$ cat config.mk
export PLATFORM = sky130hd
export DESIGN_NAME = melody_player
export DESIGN_NICKNAME = d
export VERILOG_FILES = /design/src/rtl/melody_pkg.sv /design/src/rtl/tone_gen.sv /design/src/rtl/melody_player.sv
export SDC_FILE = /design/constraint.sdc
export NUM_CORES = 1
export LEC_CHECK = 0
export ABC_AREA = 1
export CAP_MARGIN = 20
export CORE_MARGIN = 10
export CORE_UTILIZATION = 55
export DETAILED_ROUTE_END_ITERATION = 8
export GPL_ROUTABILITY_DRIVEN = 0
export HOLD_SLACK_MARGIN = 0.08
export PLACE_DENSITY = 0.85
export RECOVER_POWER = 100
export SYNTH_ARGS = -nofsm -noshare
export SYNTH_HDL_FRONTEND = slang
export SYNTH_SLANG_ARGS = --single-unit
export TNS_END_PERCENT = 10
$ cat constraint.sdc
create_clock -name sys_clk -period 2.85 [get_ports sys_clk]
set_input_delay 0.285 -clock sys_clk [delete_from_list [all_inputs] [get_ports sys_clk]]
set_output_delay 0.285 -clock sys_clk [all_outputs]
set_load 0.1 [all_outputs]
$ cat src/rtl/melody_pkg.sv
// melody_pkg: shared definitions for the melody player.
//   pitch_e   - 4-bit pitch codes stored in song ROM entries
//   HP_TABLE  - tone half-periods in sys_clk cycles (48 MHz), 0 = silent
//   state_e   - playback FSM states
//   *_MSB/LSB - ROM entry field positions (pitch high nibble, beats low nibble)
package melody_pkg;

  typedef enum logic [3:0] {
    P_REST = 4'd0,
    P_L5   = 4'd1,
    P_L6   = 4'd2,
    P_M1   = 4'd3,
    P_M2   = 4'd4,
    P_M3   = 4'd5,
    P_M5   = 4'd6,
    P_M6   = 4'd7,
    P_H1   = 4'd8
  } pitch_e;

  // Codes 9..15 are reserved; a zero half-period makes them play as rest.
  localparam logic [15:0] HP_TABLE [16] = '{
    16'd0,     16'd61224, 16'd54545, 16'd45863,
    16'd40865, 16'd36402, 16'd30612, 16'd27273,
    16'd22956, 16'd0,     16'd0,     16'd0,
    16'd0,     16'd0,     16'd0,     16'd0
  };

  typedef enum logic [2:0] {
    S_IDLE,
    S_FETCH,
    S_DECODE,
    S_PLAY,
    S_GAP
  } state_e;

  localparam int PITCH_MSB = 7;
  localparam int PITCH_LSB = 4;
  localparam int DUR_MSB   = 3;
  localparam int DUR_LSB   = 0;

  function automatic logic [15:0] hp_of(input pitch_e p);
    return HP_TABLE[p];
  endfunction

endpackage

$ cat src/rtl/tone_gen.sv
// tone_gen: square-wave generator for the buzzer.
//   clk, rst_n - clock, async active-low reset
//   en         - run the half-period counter; when low beep is driven 0 and
//                the counter holds its value (pause / gap / rest)
//   clear      - restart: counter and beep to 0 (new note)
//   hp[15:0]   - half-period in cycles; 0 means silence
//   beep       - registered tone output, period 2*hp
module tone_gen (
  input  logic        clk,
  input  logic        rst_n,
  input  logic        en,
  input  logic        clear,
  input  logic [15:0] hp,
  output logic        beep
);

  logic [15:0] cnt_q, cnt_d;
  logic        beep_q, beep_d;

  always_comb begin
    cnt_d  = cnt_q;
    beep_d = beep_q;
    if (clear) begin
      cnt_d  = '0;
      beep_d = 1'b0;
    end else if (!en || hp == '0) begin
      beep_d = 1'b0;
    end else if (cnt_q == hp - 16'd1) begin
      cnt_d  = '0;
      beep_d = ~beep_q;
    end else begin
      cnt_d = cnt_q + 16'd1;
    end
  end

  always_ff @(posedge clk or negedge rst_n) begin
    if (!rst_n) begin
      cnt_q  <= '0;
      beep_q <= 1'b0;
    end else begin
      cnt_q  <= cnt_d;
      beep_q <= beep_d;
    end
  end

  assign beep = beep_q;

endmodule

$ cat src/rtl/melody_player.sv
// melody_player: table-driven buzzer melody engine.
//   sys_clk, rst_n   - clock, async active-low reset
//   start, stop      - control pulses (stop wins); pause level freezes playback
//   loop_en          - restart from entry 0 at the end marker instead of finishing
//   rom_addr/rom_data- external synchronous song ROM ({pitch[7:4], beats[3:0]})
//   beep             - buzzer drive
//   busy, done       - playing / one-cycle normal completion pulse
//   note_idx         - ROM address of the note currently playing
module melody_player
  import melody_pkg::*;
#(
  parameter int CLK_HZ      = 48_000_000,
  parameter int BEAT_CYCLES = 12_000_000,
  parameter int GAP_CYCLES  = 480_000,
  parameter int ROM_AW      = 8
) (
  input  logic              sys_clk,
  input  logic              rst_n,
  input  logic              start,
  input  logic              stop,
  input  logic              pause,
  input  logic              loop_en,
  output logic [ROM_AW-1:0] rom_addr,
  input  logic [7:0]        rom_data,
  output logic              beep,
  output logic              busy,
  output logic              done,
  output logic [ROM_AW-1:0] note_idx
);

  // note_cnt must hold 15 beats; gap counter at least 1 bit even when disabled.
  localparam int NCW = $clog2(15 * BEAT_CYCLES + 1);
  localparam int GW  = (GAP_CYCLES > 1) ? $clog2(GAP_CYCLES + 1) : 1;

  if (GAP_CYCLES >= BEAT_CYCLES || GAP_CYCLES < 0 || CLK_HZ <= 0) begin : g_bad_param
    $error("melody_player: GAP_CYCLES must be in [0, BEAT_CYCLES) and CLK_HZ > 0");
  end

  state_e              state_q, state_d;
  logic [ROM_AW-1:0]   addr_q, addr_d, idx_q, idx_d;
  logic [NCW-1:0]      ncnt_q, ncnt_d;
  logic [GW-1:0]       gcnt_q, gcnt_d;
  logic [15:0]         hp_q, hp_d;
  logic                done_q, done_d, busy_q;
  logic                tone_en, tone_clr;
  logic [3:0]          dur;
  pitch_e              pitch;

  assign dur   = rom_data[DUR_MSB:DUR_LSB];
  assign pitch = pitch_e'(rom_data[PITCH_MSB:PITCH_LSB]);

  always_comb begin
    state_d  = state_q;
    addr_d   = addr_q;
    idx_d    = idx_q;
    ncnt_d   = ncnt_q;
    gcnt_d   = gcnt_q;
    hp_d     = hp_q;
    done_d   = 1'b0;
    tone_clr = 1'b0;
    if (stop) begin
      state_d = S_IDLE;
    end else if (pause && state_q != S_IDLE) begin
      // everything holds; tone_gen is stalled through tone_en below
    end else begin
      unique case (state_q)
        S_IDLE: begin
          if (start) begin
            state_d = S_FETCH;
            addr_d  = '0;
          end
        end
        S_FETCH: state_d = S_DECODE;
        S_DECODE: begin
          if (dur != 4'd0) begin
            hp_d     = hp_of(pitch);
            // PLAY covers the note minus its trailing articulation gap
            ncnt_d   = NCW'(dur) * NCW'(BEAT_CYCLES) - NCW'(GAP_CYCLES);
            idx_d    = addr_q;
            tone_clr = 1'b1;
            state_d  = S_PLAY;
          end else if (loop_en) begin
            addr_d  = '0;
            state_d = S_FETCH;
          end else begin
            done_d  = 1'b1;
            state_d = S_IDLE;
          end
        end
        S_PLAY: begin
          if (ncnt_q == NCW'(1)) begin
            if (GAP_CYCLES == 0) begin
              addr_d  = addr_q + 1'b1;
              state_d = S_FETCH;
            end else begin
              gcnt_d  = GW'(GAP_CYCLES);
              state_d = S_GAP;
            end
          end else begin
            ncnt_d = ncnt_q - 1'b1;
          end
        end
        S_GAP: begin
          if (gcnt_q == GW'(1)) begin
            addr_d  = addr_q + 1'b1;
            state_d = S_FETCH;
          end else begin
            gcnt_d = gcnt_q - 1'b1;
          end
        end
        default: state_d = S_IDLE;
      endcase
    end
  end

  // The tone only runs while PLAY continues; the edge leaving PLAY (to GAP,
  // FETCH or IDLE) and every paused edge drive beep low.
  assign tone_en = (state_q == S_PLAY) && (state_d == S_PLAY) && !pause;

  always_ff @(posedge sys_clk or negedge rst_n) begin
    if (!rst_n) begin
      state_q <= S_IDLE;
      addr_q  <= '0;
      idx_q   <= '0;
      ncnt_q  <= '0;
      gcnt_q  <= '0;
      hp_q    <= '0;
      done_q  <= 1'b0;
      busy_q  <= 1'b0;
    end else begin
      state_q <= state_d;
      addr_q  <= addr_d;
      idx_q   <= idx_d;
      ncnt_q  <= ncnt_d;
      gcnt_q  <= gcnt_d;
      hp_q    <= hp_d;
      done_q  <= done_d;
      busy_q  <= (state_d != S_IDLE);
    end
  end

  tone_gen u_tone (
    .clk   (sys_clk),
    .rst_n (rst_n),
    .en    (tone_en),
    .clear (tone_clr),
    .hp    (hp_q),
    .beep  (beep)
  );

  assign rom_addr = addr_q;
  assign note_idx = idx_q;
  assign busy     = busy_q;
  assign done     = done_q;

endmodule
==> run_summary.xml <==
<?xml version="1.0" encoding="UTF-8"?>
<metrics>
  <group name="status">
    <metric name="result_of_the_run" unit="">finished with violations</metric>
    <metric name="violations" unit="">capacitance limit, slew limit, setup timing</metric>
  </group>
  <group name="pwr">
    <metric name="ir_worst_vdd" unit="V">0.000756</metric>
    <metric name="p_switching" unit="mW">4.10</metric>
    <metric name="static-leakage-power" unit="nW">4.88</metric>
    <metric name="combinationalPowerShare" unit="">0.563</metric>
    <metric name="p_int" unit="mW">4.14</metric>
    <metric name="share_seq_of_total_power" unit="">0.288</metric>
    <metric name="power.share.clock" unit="">0.150</metric>
    <metric name="total_power" unit="mW">8.25</metric>
    <metric name="swShare" unit="">0.498</metric>
    <metric name="powerDensity" unit="nW/um2">822</metric>
  </group>
  <group name="drt">
    <metric name="route.vias.total" unit="">8545</metric>
    <metric name="drt-vias-per-instance" unit="">5.64</metric>
    <metric name="routed_wire_length_per_instance" unit="um">15.2</metric>
    <metric name="drt-total-wl" unit="mm">23.0</metric>
    <metric name="initialDrtViolationCount" unit="">878</metric>
    <metric name="route.antenna.remaining_nets" unit="">0</metric>
    <metric name="remaining_drc_errors" unit="">0</metric>
    <metric name="dr.pass1.iters" unit="">6</metric>
  </group>
  <group name="cts">
    <metric name="cts_buffers" unit="">9</metric>
    <metric name="clockBufferDepth" unit="">2</metric>
    <metric name="clk_root_buffer_cell" unit="">sky130_fd_sc_hd__clkbuf_16</metric>
    <metric name="insertion_delay" unit="ns">0.37</metric>
    <metric name="htreeDepth" unit="">3</metric>
    <metric name="cts_tree" unit="">done</metric>
    <metric name="clock_net_sink_count" unit="">100</metric>
    <metric name="cts.clk_slew.worst_paths" unit="ns">0.07</metric>
  </group>
  <group name="die">
    <metric name="num_io_pins" unit="">33</metric>
    <metric name="die_area" unit="um2">20600</metric>
    <metric name="start_util" unit="">0.556</metric>
    <metric name="floorplan.rows" unit="">45</metric>
    <metric name="die_w" unit="um">144</metric>
    <metric name="floorplan.die.height" unit="um">144</metric>
    <metric name="core" unit="um2">15100</metric>
  </group>
  <group name="timing">
    <metric name="slew_viol_final" unit="">77</metric>
    <metric name="timing.final.crit_share" unit="">1.00</metric>
    <metric name="worst_hold_check_slack" unit="ns">0.424</metric>
    <metric name="max_freq" unit="MHz">350</metric>
    <metric name="worst_pin_slew" unit="ns">1.93</metric>
    <metric name="finalSetupViolCount" unit="">1</metric>
    <metric name="max_slew_margin" unit="">-0.287</metric>
    <metric name="rsz0062_at_grt" unit="">yes</metric>
    <metric name="finalHoldViolations" unit="">0</metric>
    <metric name="timing.final.crit_period" unit="ns">2.86</metric>
    <metric name="final_critical_path_setup_slack" unit="ns">-0.00530</metric>
    <metric name="clock-skew-final" unit="ns">0.0119</metric>
  </group>
  <group name="global_routing">
    <metric name="gr-usage-all-layers" unit="">0.215</metric>
    <metric name="first_global_vias" unit="">8071</metric>
    <metric name="antenna_violations_before_repair" unit="">0</metric>
    <metric name="first_pass_grt_wire_length" unit="mm">36.8</metric>
    <metric name="grt_overflow_total" unit="">0</metric>
    <metric name="grt_start_max_net_pins" unit="">77</metric>
  </group>
  <group name="critical_path">
    <metric name="worst_path_max_delay_cell" unit="">sky130_fd_sc_hd__ha_1</metric>
    <metric name="startpoint_type" unit="">input port</metric>
    <metric name="critical_path.most_common_cell" unit="">sky130_fd_sc_hd__nand2_1</metric>
    <metric name="crit_arrival" unit="ns">3.15</metric>
    <metric name="end_kind" unit="">flip-flop</metric>
    <metric name="worstPathRequired" unit="ns">3.15</metric>
    <metric name="crit_path_cell_trace" unit="">clkbuf_2 -&gt; buf_4 -&gt; ha_1 -&gt; ha_1 -&gt; ha_4 -&gt; buf_4 -&gt; buf_4 -&gt; nand2_1 -&gt; nand2_1 -&gt; nand2_1 -&gt; nand2_1 -&gt; a21oi_2 -&gt; nand2_1 -&gt; nand2_2 -&gt; nand2_2 -&gt; nand2_1 -&gt; nor2_2 -&gt; buf_4 -&gt; nand3_2 -&gt; nand3_2 -&gt; a21oi_2</metric>
    <metric name="critPathKind" unit="">in -&gt; reg</metric>
    <metric name="critical_path.max_fanout" unit="">8</metric>
    <metric name="critPathMaxStageDelay" unit="ns">0.34</metric>
  </group>
  <group name="layout">
    <metric name="post_route_cells_drive_above_1_share" unit="">0.195</metric>
    <metric name="layout.core_utilization" unit="">0.665</metric>
    <metric name="area_growth" unit="%">19.5</metric>
    <metric name="final_area" unit="um2">10000</metric>
    <metric name="filler_cell_count" unit="">1185</metric>
    <metric name="layout.nets" unit="">1380</metric>
    <metric name="antenna_diodes" unit="">0</metric>
  </group>
  <group name="placed_design">
    <metric name="detailed_place.area" unit="um2">9310</metric>
    <metric name="dp_hpwl" unit="mm">16.2</metric>
    <metric name="place.port_buffers" unit="">32</metric>
  </group>
  <group name="logic_synthesis">
    <metric name="postSynthNetCount" unit="">1285</metric>
    <metric name="synthDistinctLibCells" unit="">56</metric>
    <metric name="most_instantiated_flip_flop_cell_in_the_synthesis_netlist" unit="">sky130_fd_sc_hd__dfrtp_1</metric>
    <metric name="synth-edff-count" unit="">0</metric>
    <metric name="post_synthesis_async_set_or_reset_flop_share" unit="">1.00</metric>
    <metric name="synth.yosys.seq_area_share" unit="">0.298</metric>
    <metric name="post_syn_area" unit="um2">8400</metric>
    <metric name="ys_seq_elements" unit="">100</metric>
    <metric name="yosysWarningCount" unit="">0</metric>
    <metric name="synth_area_per_cell" unit="um2">6.85</metric>
    <metric name="postSynthCellCount" unit="">1226</metric>
  </group>
  <group name="job">
    <metric name="maxCapViolCount" unit="">1</metric>
  </group>
  <group name="hold_path">
    <metric name="hold_path_class" unit="">in -&gt; async</metric>
  </group>
</metrics>
state kept, by name, indices dropped and copies added (netlist names):
name          count
ncnt_q           28
gcnt_q           19
u_tone.cnt_q     16
hp_q             15
note_idx          8
rom_addr          8
state_q           3
busy              1
done              1
u_tone.beep       1
cells by family after synthesis:
logic type / count (synthesis) / share of synthesized area
flip-flops: 100 / 0.298
adder cells (fa/ha/maj): 45 / 0.0697
XOR/XNOR: 55 / 0.0574
buffers and inverters: 213 / 0.101
AO/OA/AOI/OAI: 156 / 0.103
AND/OR/NAND/NOR: 657 / 0.370
layout by cell type, fill, tap and decap left out, types with 16 or more instances in the layout:
cell type	instances
sky130_fd_sc_hd__nand3b_1	18
sky130_fd_sc_hd__nand2_2	38
sky130_fd_sc_hd__nor2_1	100
sky130_fd_sc_hd__nor2_2	23
sky130_fd_sc_hd__o21ai_1	17
sky130_fd_sc_hd__nand2_1	288
sky130_fd_sc_hd__clkbuf_1	23
sky130_fd_sc_hd__nand4_1	28
sky130_fd_sc_hd__inv_2	16
sky130_fd_sc_hd__a21oi_1	41
sky130_fd_sc_hd__ha_1	26
sky130_fd_sc_hd__o21ai_0	61
sky130_fd_sc_hd__dfrtp_1	100
sky130_fd_sc_hd__inv_1	167
sky130_fd_sc_hd__nand3_1	67
sky130_fd_sc_hd__buf_4	69
sky130_fd_sc_hd__nor3_1	20
sky130_fd_sc_hd__xor2_1	39
cells in the mapped netlist (4+ instances only):
cell type | number | area, um2
sky130_fd_sc_hd__a21oi_1 | 46 | 230
sky130_fd_sc_hd__a22oi_1 | 5 | 37.5
sky130_fd_sc_hd__a31oi_1 | 4 | 25.0
sky130_fd_sc_hd__and2_1 | 4 | 25.0
sky130_fd_sc_hd__buf_2 | 4 | 20.0
sky130_fd_sc_hd__buf_6 | 4 | 45.0
sky130_fd_sc_hd__clkbuf_1 | 13 | 48.8
sky130_fd_sc_hd__dfrtp_1 | 100 | 2500
sky130_fd_sc_hd__ha_1 | 42 | 526
sky130_fd_sc_hd__inv_1 | 173 | 649
sky130_fd_sc_hd__inv_2 | 11 | 41.3
sky130_fd_sc_hd__nand2_1 | 323 | 1210
sky130_fd_sc_hd__nand2_2 | 5 | 31.3
sky130_fd_sc_hd__nand3_1 | 80 | 400
sky130_fd_sc_hd__nand3b_1 | 18 | 135
sky130_fd_sc_hd__nand4_1 | 28 | 175
sky130_fd_sc_hd__nor2_1 | 113 | 424
sky130_fd_sc_hd__nor2_2 | 16 | 100
sky130_fd_sc_hd__nor2_4 | 6 | 67.6
sky130_fd_sc_hd__nor2_8 | 4 | 80.1
sky130_fd_sc_hd__nor3_1 | 20 | 100
sky130_fd_sc_hd__nor3_2 | 4 | 40.0
sky130_fd_sc_hd__nor3_4 | 4 | 65.1
sky130_fd_sc_hd__nor3b_1 | 4 | 30.0
sky130_fd_sc_hd__nor4_1 | 10 | 62.6
sky130_fd_sc_hd__o21ai_0 | 62 | 310
sky130_fd_sc_hd__o21ai_1 | 16 | 80.1
sky130_fd_sc_hd__o22ai_1 | 5 | 31.3
sky130_fd_sc_hd__o31ai_1 | 6 | 45.0
sky130_fd_sc_hd__or2_2 | 4 | 25.0
sky130_fd_sc_hd__xnor2_1 | 13 | 114
sky130_fd_sc_hd__xor2_1 | 42 | 368
final cells by class:
| cell class | instances | area [um2] | area share |
|---|---|---|---|
| Clock inverter | 7 | 71.3 | 0.00711 |
| Inverter | 186 | 704 | 0.0702 |
| Multi-Input combinational cell | 913 | 5510 | 0.550 |
| Timing Repair Buffer | 111 | 778 | 0.0776 |
| Tap cell | 188 | 235 | 0.0235 |
| Sequential cell | 100 | 2500 | 0.249 |
| Clock buffer | 9 | 225 | 0.0225 |
critical path: cells and delay by family:
family                   cells  cell delay [ns]
buffers and inverters        5             0.77
AND/OR/NAND/NOR             11             0.85
adder cells (fa/ha/maj)      3             0.94
AO/OA/AOI/OAI                2             0.31
power by group through the flow:
| stage | Sequential, mW | Combinational [mW] | Clock (mW) |
|---|---|---|---|
| 6_report | 2.37 | 4.64 | 1.23 |
| 3_3_place_gp | 2.36 | 4.11 | 0 |
| 2_1_floorplan | 2.59 | 2.89 | 0 |
| 5_1_grt | 2.43 | 5.14 | 1.30 |
| 3_5_place_dp | 2.38 | 4.25 | 0 |
| 4_1_cts | 2.36 | 4.40 | 1.24 |
final timing paths:
kind | depth (start not counted) | start | end | slack [ns]
setup / recovery | 21 | rom_data[1] | ncnt_q[27] | -0.005
hold / removal | 1 | rst_n | ncnt_q[24] | 0.42
setup reg to reg | 13 | ncnt_q[14] | gcnt_q[4] | 0.20
hold reg to reg | 2 | note_idx[5] | note_idx[5] | 0.49
max in group asynchronous | 2 | rst_n | u_tone.cnt_q[1] | 0.94
min in group sys_clk | 2 | note_idx[5] | note_idx[5] | 0.49
routing by layer:
| metal | vias to the layer above | share of wire | track usage |
|---|---|---|---|
| li1 | 4141 | - | - |
| met1 | 3992 | 0.41 | 0.266 |
| met2 | 340 | 0.50 | 0.368 |
| met3 | 72 | 0.059 | 0.0343 |
| met4 | 0 | 0.030 | 0.0790 |
| met5 | - | 0 | 0 |
metrics by stage:
stage / setup TNS, ns / instances / setup WS, ns
global route: -0.593 / 1514 / -0.126
CTS: 0 / 1508 / 0.00440
detailed placement: -9.35 / 1492 / -0.808
global placement: -8.30 / 1492 / -0.723
floorplan: 0 / 1226 / 0.0303
finish: -0.00530 / 1514 / -0.00530
what timing repair did:
action | CTS | global route
endpoints found under the setup margin | 13 | 12
resized for setup | 46 | 92
setup buffers | 0 | 6
hold buffers | 0 | 0
pin swaps | 10 | 42
(Power assumes the default switching activity.)
